<file path="src/rtl/adder_result_stage.sv">
// adder_result_stage: registers CLA adder outputs with N/Z/C/V flags into a 2-entry valid/ready FIFO.
// Optional ADDER_STAGE_SAT_EN stores a saturated result on signed overflow.
module adder_result_stage #(
  parameter int WIDTH = 32,
  parameter int CNT_W = 16
) (
  input  logic             clk,
  input  logic             rst_n,
  input  logic             in_valid,
  output logic             in_ready,
  input  logic [WIDTH-1:0] A,
  input  logic [WIDTH-1:0] B,
  input  logic [WIDTH-1:0] Sum,
  input  logic             Cout,
  output logic             out_valid,
  input  logic             out_ready,
  output logic [WIDTH-1:0] result,
  output logic             flag_n,
  output logic             flag_z,
  output logic             flag_c,
  output logic             flag_v,
  output logic [CNT_W-1:0] ovf_count,
  input  logic             ovf_clr
);
  localparam int E = WIDTH + 4;
  logic [E-1:0] mem [2];
  logic [E-1:0] ent_in;
  logic [WIDTH-1:0] res_in;
  logic [1:0] count;
  logic wr_ptr, rd_ptr, push, pop, v_in;
  assign v_in = (A[WIDTH-1] == B[WIDTH-1]) && (Sum[WIDTH-1] != A[WIDTH-1]);
`ifdef ADDER_STAGE_SAT_EN
  assign res_in = v_in ? {A[WIDTH-1], {(WIDTH-1){~A[WIDTH-1]}}} : Sum;
`else
  assign res_in = Sum;
`endif
  assign ent_in = {res_in[WIDTH-1], res_in == '0, Cout, v_in, res_in};
  assign in_ready = count < 2'd2;
  assign out_valid = count != 2'd0;
  assign push = in_valid && in_ready;
  assign pop = out_valid && out_ready;
  assign {flag_n, flag_z, flag_c, flag_v, result} = mem[rd_ptr];
  always_ff @(posedge clk or negedge rst_n)
    if (!rst_n) begin
      mem[0] <= '0;
      mem[1] <= '0;
      wr_ptr <= 1'b0;
      rd_ptr <= 1'b0;
      count <= 2'd0;
      ovf_count <= '0;
    end else begin
      if (push) mem[wr_ptr] <= ent_in;
      wr_ptr <= wr_ptr ^ push;
      rd_ptr <= rd_ptr ^ pop;
      count <= count + 2'(push) - 2'(pop);
      // clear wins over a same-cycle overflow push
      ovf_count <= ovf_clr ? '0 : (push && v_in && !(&ovf_count)) ? ovf_count + 1'b1 : ovf_count;
    end
endmodule

</file>
<file path="config.mk">
export PLATFORM = sky130hd
export DESIGN_NAME = adder_result_stage
export DESIGN_NICKNAME = d
export VERILOG_FILES = /design/src/rtl/adder_result_stage.sv
export SDC_FILE = /design/constraint.sdc
export NUM_CORES = 1
export LEC_CHECK = 0
export CAP_MARGIN = 10
export CORE_MARGIN = 8
export CORE_UTILIZATION = 40
export CTS_BUF_LIST = sky130_fd_sc_hd__clkbuf_8
export DETAILED_ROUTE_END_ITERATION = 7
export GPL_TIMING_DRIVEN = 0
export PLACE_DENSITY = 0.73
export SYNTH_ARGS = -nofsm -noshare
export SYNTH_HDL_FRONTEND = slang
export SYNTH_SLANG_ARGS = --single-unit
</file>
<file path="constraint.sdc">
create_clock -name clk -period 4 [get_ports clk]
set_clock_uncertainty 0.05 [all_clocks]
set_input_delay 0.8 -clock clk [delete_from_list [all_inputs] [get_ports clk]]
set_output_delay 0.8 -clock clk [all_outputs]
set_load 0.02 [all_outputs]
</file>
==> results of run 1 <==
-- power by group --
part,leakage (nW),internal (mW),switching [mW]
Combinational,1.02,1.15,0.923
Sequential,1.10,1.29,0.176
Clock,0.116,0.420,0.342
Total,2.24,2.85,1.44
-- cells by family (layout without fill, tap and decap cells) --
logic type      after synthesis  in the layout  share of synthesized area, %
compound gates               30             30                          5.11
simple gates                 66             66                          9.61
flops                        90             90                          52.6
buf+inv                      26            135                          2.51
fa+ha+maj                     5              5                          1.46
xor+xnor                      3              3                         0.614
mux                         107            107                          28.1
-- cell usage after synthesis, drive strengths merged --
master   instances  area (um2)
mux2           106        1190
dfrtp           90        2250
clkbuf          12        45.0
a21oi           11        55.1
nor4            10        68.8
nand4            9        56.3
nor2             8        30.0
or4              8        60.1
buf              7        36.3
inv              7        26.3
nand3            6        30.0
o31ai            6        45.0
ha               5        62.6
nand2            5        18.8
nor2b            5        31.3
and2             3        20.0
o21ai            3        15.0
a211oi           2        15.0
and3             2        12.5
and3b            2        17.5
and4             2        17.5
nor3             2        10.0
nor3b            2        26.3
o211ai           2        20.0
o41ai            2        17.5
xnor2            2        17.5
mux2i            1        10.0
o2111ai          1        26.3
o21a             1        7.51
o311ai           1        8.76
o31a             1        8.76
or2              1        6.26
or3              1        6.26
xor2             1        8.76
-- worst max-delay path by stage --
stage                           from                        to  slack (ns)  cells after the start
floorplan                   in_valid       mem[10]$_DFFE_PN0P_        1.56                      5
global placement               rst_n  ovf_count[8]$_DFFE_PN0P_       -1.16                      1
detailed placement          in_valid       mem[61]$_DFFE_PN0P_        0.49                      6
CTS                 rd_ptr$_DFF_PN0_                result[31]        0.42                      5
global route        rd_ptr$_DFF_PN0_                result[31]        0.31                      5
finish              rd_ptr$_DFF_PN0_                result[31]        0.46                      5
-- area by class of cell --
type	count	area [um2]	area share, %
well taps	136	170	3.01
clock buffers	9	124	2.19
flip-flops and latches	90	2250	39.9
repair buffers	93	946	16.8
clock inverters	7	123	2.17
plain buffers	19	81.3	1.44
multi-input cells	211	1920	34.1
inverters	7	26.3	0.465
-- stage by stage --
stage	std cells	util, %
after floorplan	327	-
after global placement	555	51.8
after detailed placement	556	52.1
after CTS	572	54.4
after global routing	572	54.4
final	572	54.4
-- flip-flops by register name, summed over array words and instances, names as in the netlist --
| signal | cells |
|---|---|
| mem | 70 |
| rd_ptr | 1 |
| ovf_count | 16 |
| count | 2 |
| wr_ptr | 1 |
-- worst max-delay path: cells and delay by family (launching register included) --
kind / cells / cell delay [ns]
buffers and inverters: 4 / 1.60
flip-flops: 1 / 0.33
multiplexers: 1 / 0.42
-- metal layers --
metal	wire (um)	GRT usage [%]	vias to the layer above
li1	-	-	1424
met1	4290	17.2	1555
met2	4950	25.1	81
met3	700	4.49	6
met4	82	4.76	0
met5	0	0	-
==> implementation parameters, run 1 <==
Parameter                              Value

STA
  PnR worst setup slack    0.459 ns
  Relative slew margins    56.3%
  Hold violation total from the final report    0
  Achievable Freq    282 MHz
  Final Max Slew Viols    0
  Least-Margin Pin Slew    0.651 ns
  Total negative slack    0 ns
  Final-report setup violation count    0
  Hold slack    0.377 ns
  Period Utilization, post-route    88.5%
  Unrepaired setup endpoints after global routing    false
  Shortest period the worst path allows    3.54 ns

Global routing
  First-pass GRT wire length    17,200 um
  Sum of overflow across all layers after global routing    0
  Overall Global Routing Usage    14.7%
  Pin count of the biggest net entering global routing    50
  Number of global-route vias before repair    3,449
  Antenna violations before repair    0

Die
  Core ar.    10,400 um2
  Site row count    37
  Die outline width    119 um
  Die footprint    14,300 um2
  Die boundary height    119 um
  Starting density of the core    41.3%
  IO Pins    156

Worst setup path
  Maximum fanout encountered on the critical timing path    10
  Kind of critical path    reg -> out
  Crit path cell chain    clkbuf_1 > clkbuf_1 > mux2_2 > buf_4 > clkdlybuf4s50_1
  Cell mode on critical path    sky130_fd_sc_hd__clkbuf_1
  R2R setup slack    1.44 ns
  Reg2Reg Launch Point    count[1]$_DFF_PN0_
  Crit end category    output pin
  Worst Reg-to-Reg Cells    5
  Startpoint type of the worst setup path    register
  Arrival time of data at the critical path endpoint    2.69 ns
  CP peak stage delay    0.56 ns
  Worst-path cell with the longest stage delay    sky130_fd_sc_hd__clkbuf_1
  End of the worst register-to-register path    mem[61]$_DFFE_PN0P_
  Crit path required time    3.15 ns

Clock network
  Max clock buf depth    2
  Clock transition time at the flip-flop clock pins of the worst setup and hold paths    0.10 ns
  Number of buffers added to fix hold violations after cts    0
  Clock latency on the worst-skew pair    0.35 ns
  Clock Sink Count    90
  TritonCTS clock tree    built
  Number of buffers inserted during clock tree synthesis    9
  Buffers inserted by post-CTS timing repair    0
  H-tree depth    3
  Post-cts repair resize count    0
  CTS root buffer    sky130_fd_sc_hd__clkbuf_8

Placement
  GP Congestion    0.771
  # port buffers    92
  Sum of net half-perimeters after detailed placement    7440 um
  Instance area after placement    5400 um2
  Worst setup timing slack at the placement stage    0.492 ns

Synthesis
  Syn nets    434
  Post-Synthesis Cell Area    4280 um2
  Portion of the post-synthesis area used by sequential elements    52.6%
  Average cell area after synthesis    13.1 um2
  Post-synth cell types    40
  Synthesis warning total    0
  Cell count after synthesis    327
  Post-synthesis sequential element count    90

Flow run
  Count of maximum capacitance violations    0

Finish
  Fin nets    538
  Final antenna diode count    0
  Fillcell total    911
  Commonest non-fill, non-tap cells in the layout    sky130_fd_sc_hd__mux2_2, sky130_fd_sc_hd__clkdlybuf4s50_1, sky130_fd_sc_hd__dfrtp_1, sky130_fd_sc_hd__clkbuf_1, sky130_fd_sc_hd__a21oi_1
  Fraction of layout cells with a size suffix above 1    30.7%
  Commonest non-fill, non-tap cell in the layout    sky130_fd_sc_hd__mux2_2
  Signed area change from the synthesized netlist to the final layout    31.8%
  Finished Cell Area    5650 um2

Route
  Via count    3,066
  Number of nets still failing antenna checks after routing    0
  Routed WL per cell    17.5 um
  Vias per inst    5.36
  Final wirelength    10,000 um
  Drt drc    0
  Drt pass-1 iters    4
  Number of design-rule violations left by the first detailed-router iteration    167

Power
  Power Density    761 nW/um2
  Power after layout    4.30 mW
  P_leak    2.24 nW
  Maximum vdd ir drop    0.497 mV

Worst hold path
  Path class of the lowest-slack min-delay path    in -> async

Status
  Run status    completed
Note: power is estimated with default switching activity, not from simulation.
==> inputs of run 2 (changes only) <==
CORE_ASPECT_RATIO = 1.75   (was default)
==> run 2 against run 1 <==
Net effect:
- hold slack improved by 0.014 ns
- critical path depth did not move
- clock-buffer cell count did not move
- non-clock buffer count did not move
- sequential share of layout area rose by 0.67 points
- highest routed layer unchanged
- routed wire length rose by 5.9%
- final cell count fell by 1.2%
==> implementation parameters, run 2 (synthesis gave the netlist of run 1 again) <==
Parameter                              Value

Status
  Run status    completed

Finish
  Final core utilization    52.5%
  Signed area change from the synthesized netlist to the final layout    29.6%
  Final antenna diode count    0
  Multi-input logic area    1920 um2
  Fin nets    538
  Flip-flop count of the largest register after layout    70
  Commonest non-fill, non-tap cells in the layout    sky130_fd_sc_hd__mux2_2, sky130_fd_sc_hd__clkdlybuf4s50_1, sky130_fd_sc_hd__dfrtp_1, sky130_fd_sc_hd__clkbuf_1, sky130_fd_sc_hd__a21oi_1
  Commonest non-fill, non-tap cell in the layout    sky130_fd_sc_hd__mux2_2
  Fraction of layout cells with a size suffix above 1    30.3%
  Fillcell total    944
  Largest registers    mem (70), ovf_count (16), count (2)
  Biggest register    mem
  Sequential Area    2250 um2

Die
  IO Pins    156
  Core ar.    10,600 um2
  Die boundary height    153 um
  Die outline width    94.2 um
  Site row count    50
  Die footprint    14,400 um2
  Starting density of the core    40.5%

STA
  Final-report setup violation count    0
  Least-Margin Pin Slew    0.673 ns
  Achievable Freq    276 MHz
  Hold slack    0.391 ns
  Shortest period the worst path allows    3.62 ns
  Unrepaired setup endpoints after global routing    false
  Hold violation total from the final report    0
  Relative slew margins    54.7%
  Period Utilization, post-route    90.4%
  Final Max Slew Viols    0

Flow run
  Count of maximum capacitance violations    0

Clock network
  Number of buffers inserted during clock tree synthesis    9
  Max clock buf depth    2
  Clock latency on the worst-skew pair    0.36 ns
  Number of buffers added to fix hold violations after cts    0
  Clock transition time at the flip-flop clock pins of the worst setup and hold paths    0.09 ns
  Clock Sink Count    90
  TritonCTS clock tree    built
  Buffers inserted by post-CTS timing repair    0
  Post-cts repair resize count    0
  CTS root buffer    sky130_fd_sc_hd__clkbuf_8
  H-tree depth    3

Worst setup path
  Crit end category    output pin
  Arrival time of data at the critical path endpoint    2.77 ns
  Crit path required time    3.15 ns
  Maximum fanout encountered on the critical timing path    10
  Startpoint type of the worst setup path    register
  Kind of critical path    reg -> out
  Origin of the worst setup path    rd_ptr$_DFF_PN0_
  R2R setup slack    1.40 ns
  Reg2Reg Launch Point    count[1]$_DFF_PN0_

Power
  Maximum vdd ir drop    0.386 mV
  P_leak    2.22 nW
  Power Density    735 nW/um2

Global routing
  First-pass GRT wire length    17,600 um
  Number of global-route vias before repair    3,366
  Overall Global Routing Usage    15.6%
  Antenna violations before repair    0
  Sum of overflow across all layers after global routing    0
  Pin count of the biggest net entering global routing    48

Placement
  # port buffers    92
  GP Congestion    0.854
  Sum of net half-perimeters after detailed placement    8050 um

Route
  Number of design-rule violations left by the first detailed-router iteration    75
  Via count    3,011
  Drt pass-1 iters    4
  Vias per inst    5.33
  Number of nets still failing antenna checks after routing    0
  Routed WL per cell    18.8 um
  Final wirelength    10,600 um
  Drt drc    0

Worst hold path
  Path class of the lowest-slack min-delay path    in -> async
==> run 2: critical path: stages, from the launching register on <==
cell and delay, ns:
sky130_fd_sc_hd__dfrtp_1 0.33, sky130_fd_sc_hd__clkbuf_1 0.44, sky130_fd_sc_hd__clkbuf_1 0.55, sky130_fd_sc_hd__mux2_2 0.42, sky130_fd_sc_hd__buf_4 0.13, sky130_fd_sc_hd__clkdlybuf4s50_1 0.53
==> run 2: metal layers <==
metal,GRT usage [%],vias to the layer above,share of wire [%]
li1,-,1407,-
met1,16.2,1519,37
met2,27.7,72,55
met3,4.71,13,5.8
met4,6.69,0,2.3
met5,0,-,0
==> run 2: final timing paths <==
path | end | depth (start not counted)
min in group clk | mem[29]$_DFFE_PN0P_ | 1
worst min-delay path | mem[11]$_DFFE_PN0P_ | 1
worst max register to register | mem[37]$_DFFE_PN0P_ | 5
max in group asynchronous | mem[33]$_DFFE_PN0P_ | 2
worst min register to register | mem[29]$_DFFE_PN0P_ | 1
worst max-delay path | result[31] | 5
==> run 2: cell type report <==
| cell class | count | area share, % |
|---|---|---|
| clock inverters | 6 | 0.654 |
| well taps | 130 | 2.93 |
| flip-flops and latches | 90 | 40.6 |
| clock buffers | 9 | 2.23 |
| multi-input cells | 211 | 34.6 |
| repair buffers | 93 | 17.0 |
| plain buffers | 19 | 1.46 |
| inverters | 7 | 0.473 |
==> run 2: report_power, final <==
part / total, mW / switching (mW) / leakage (nW) / internal, mW
sequential: 1.46 / 0.177 / 1.10 / 1.29
clock: 0.535 / 0.316 / 0.0900 / 0.219
combinational: 2.08 / 0.932 / 1.02 / 1.15
==> run 2: per-stage QoR <==
step           setup TNS (ns)  instances  worst slack [ns]  cell area, um2  total power, mW
2_1_floorplan               0        327              1.56            4280             2.73
3_3_place_gp          -102.74        549             -1.15            5370             3.55
3_5_place_dp                0        550             0.493            5390             3.60
4_1_cts                     0        565             0.284            5550             4.15
5_1_grt                     0        565             0.150            5550             4.35
6_report                    0        565             0.383            5550             4.08
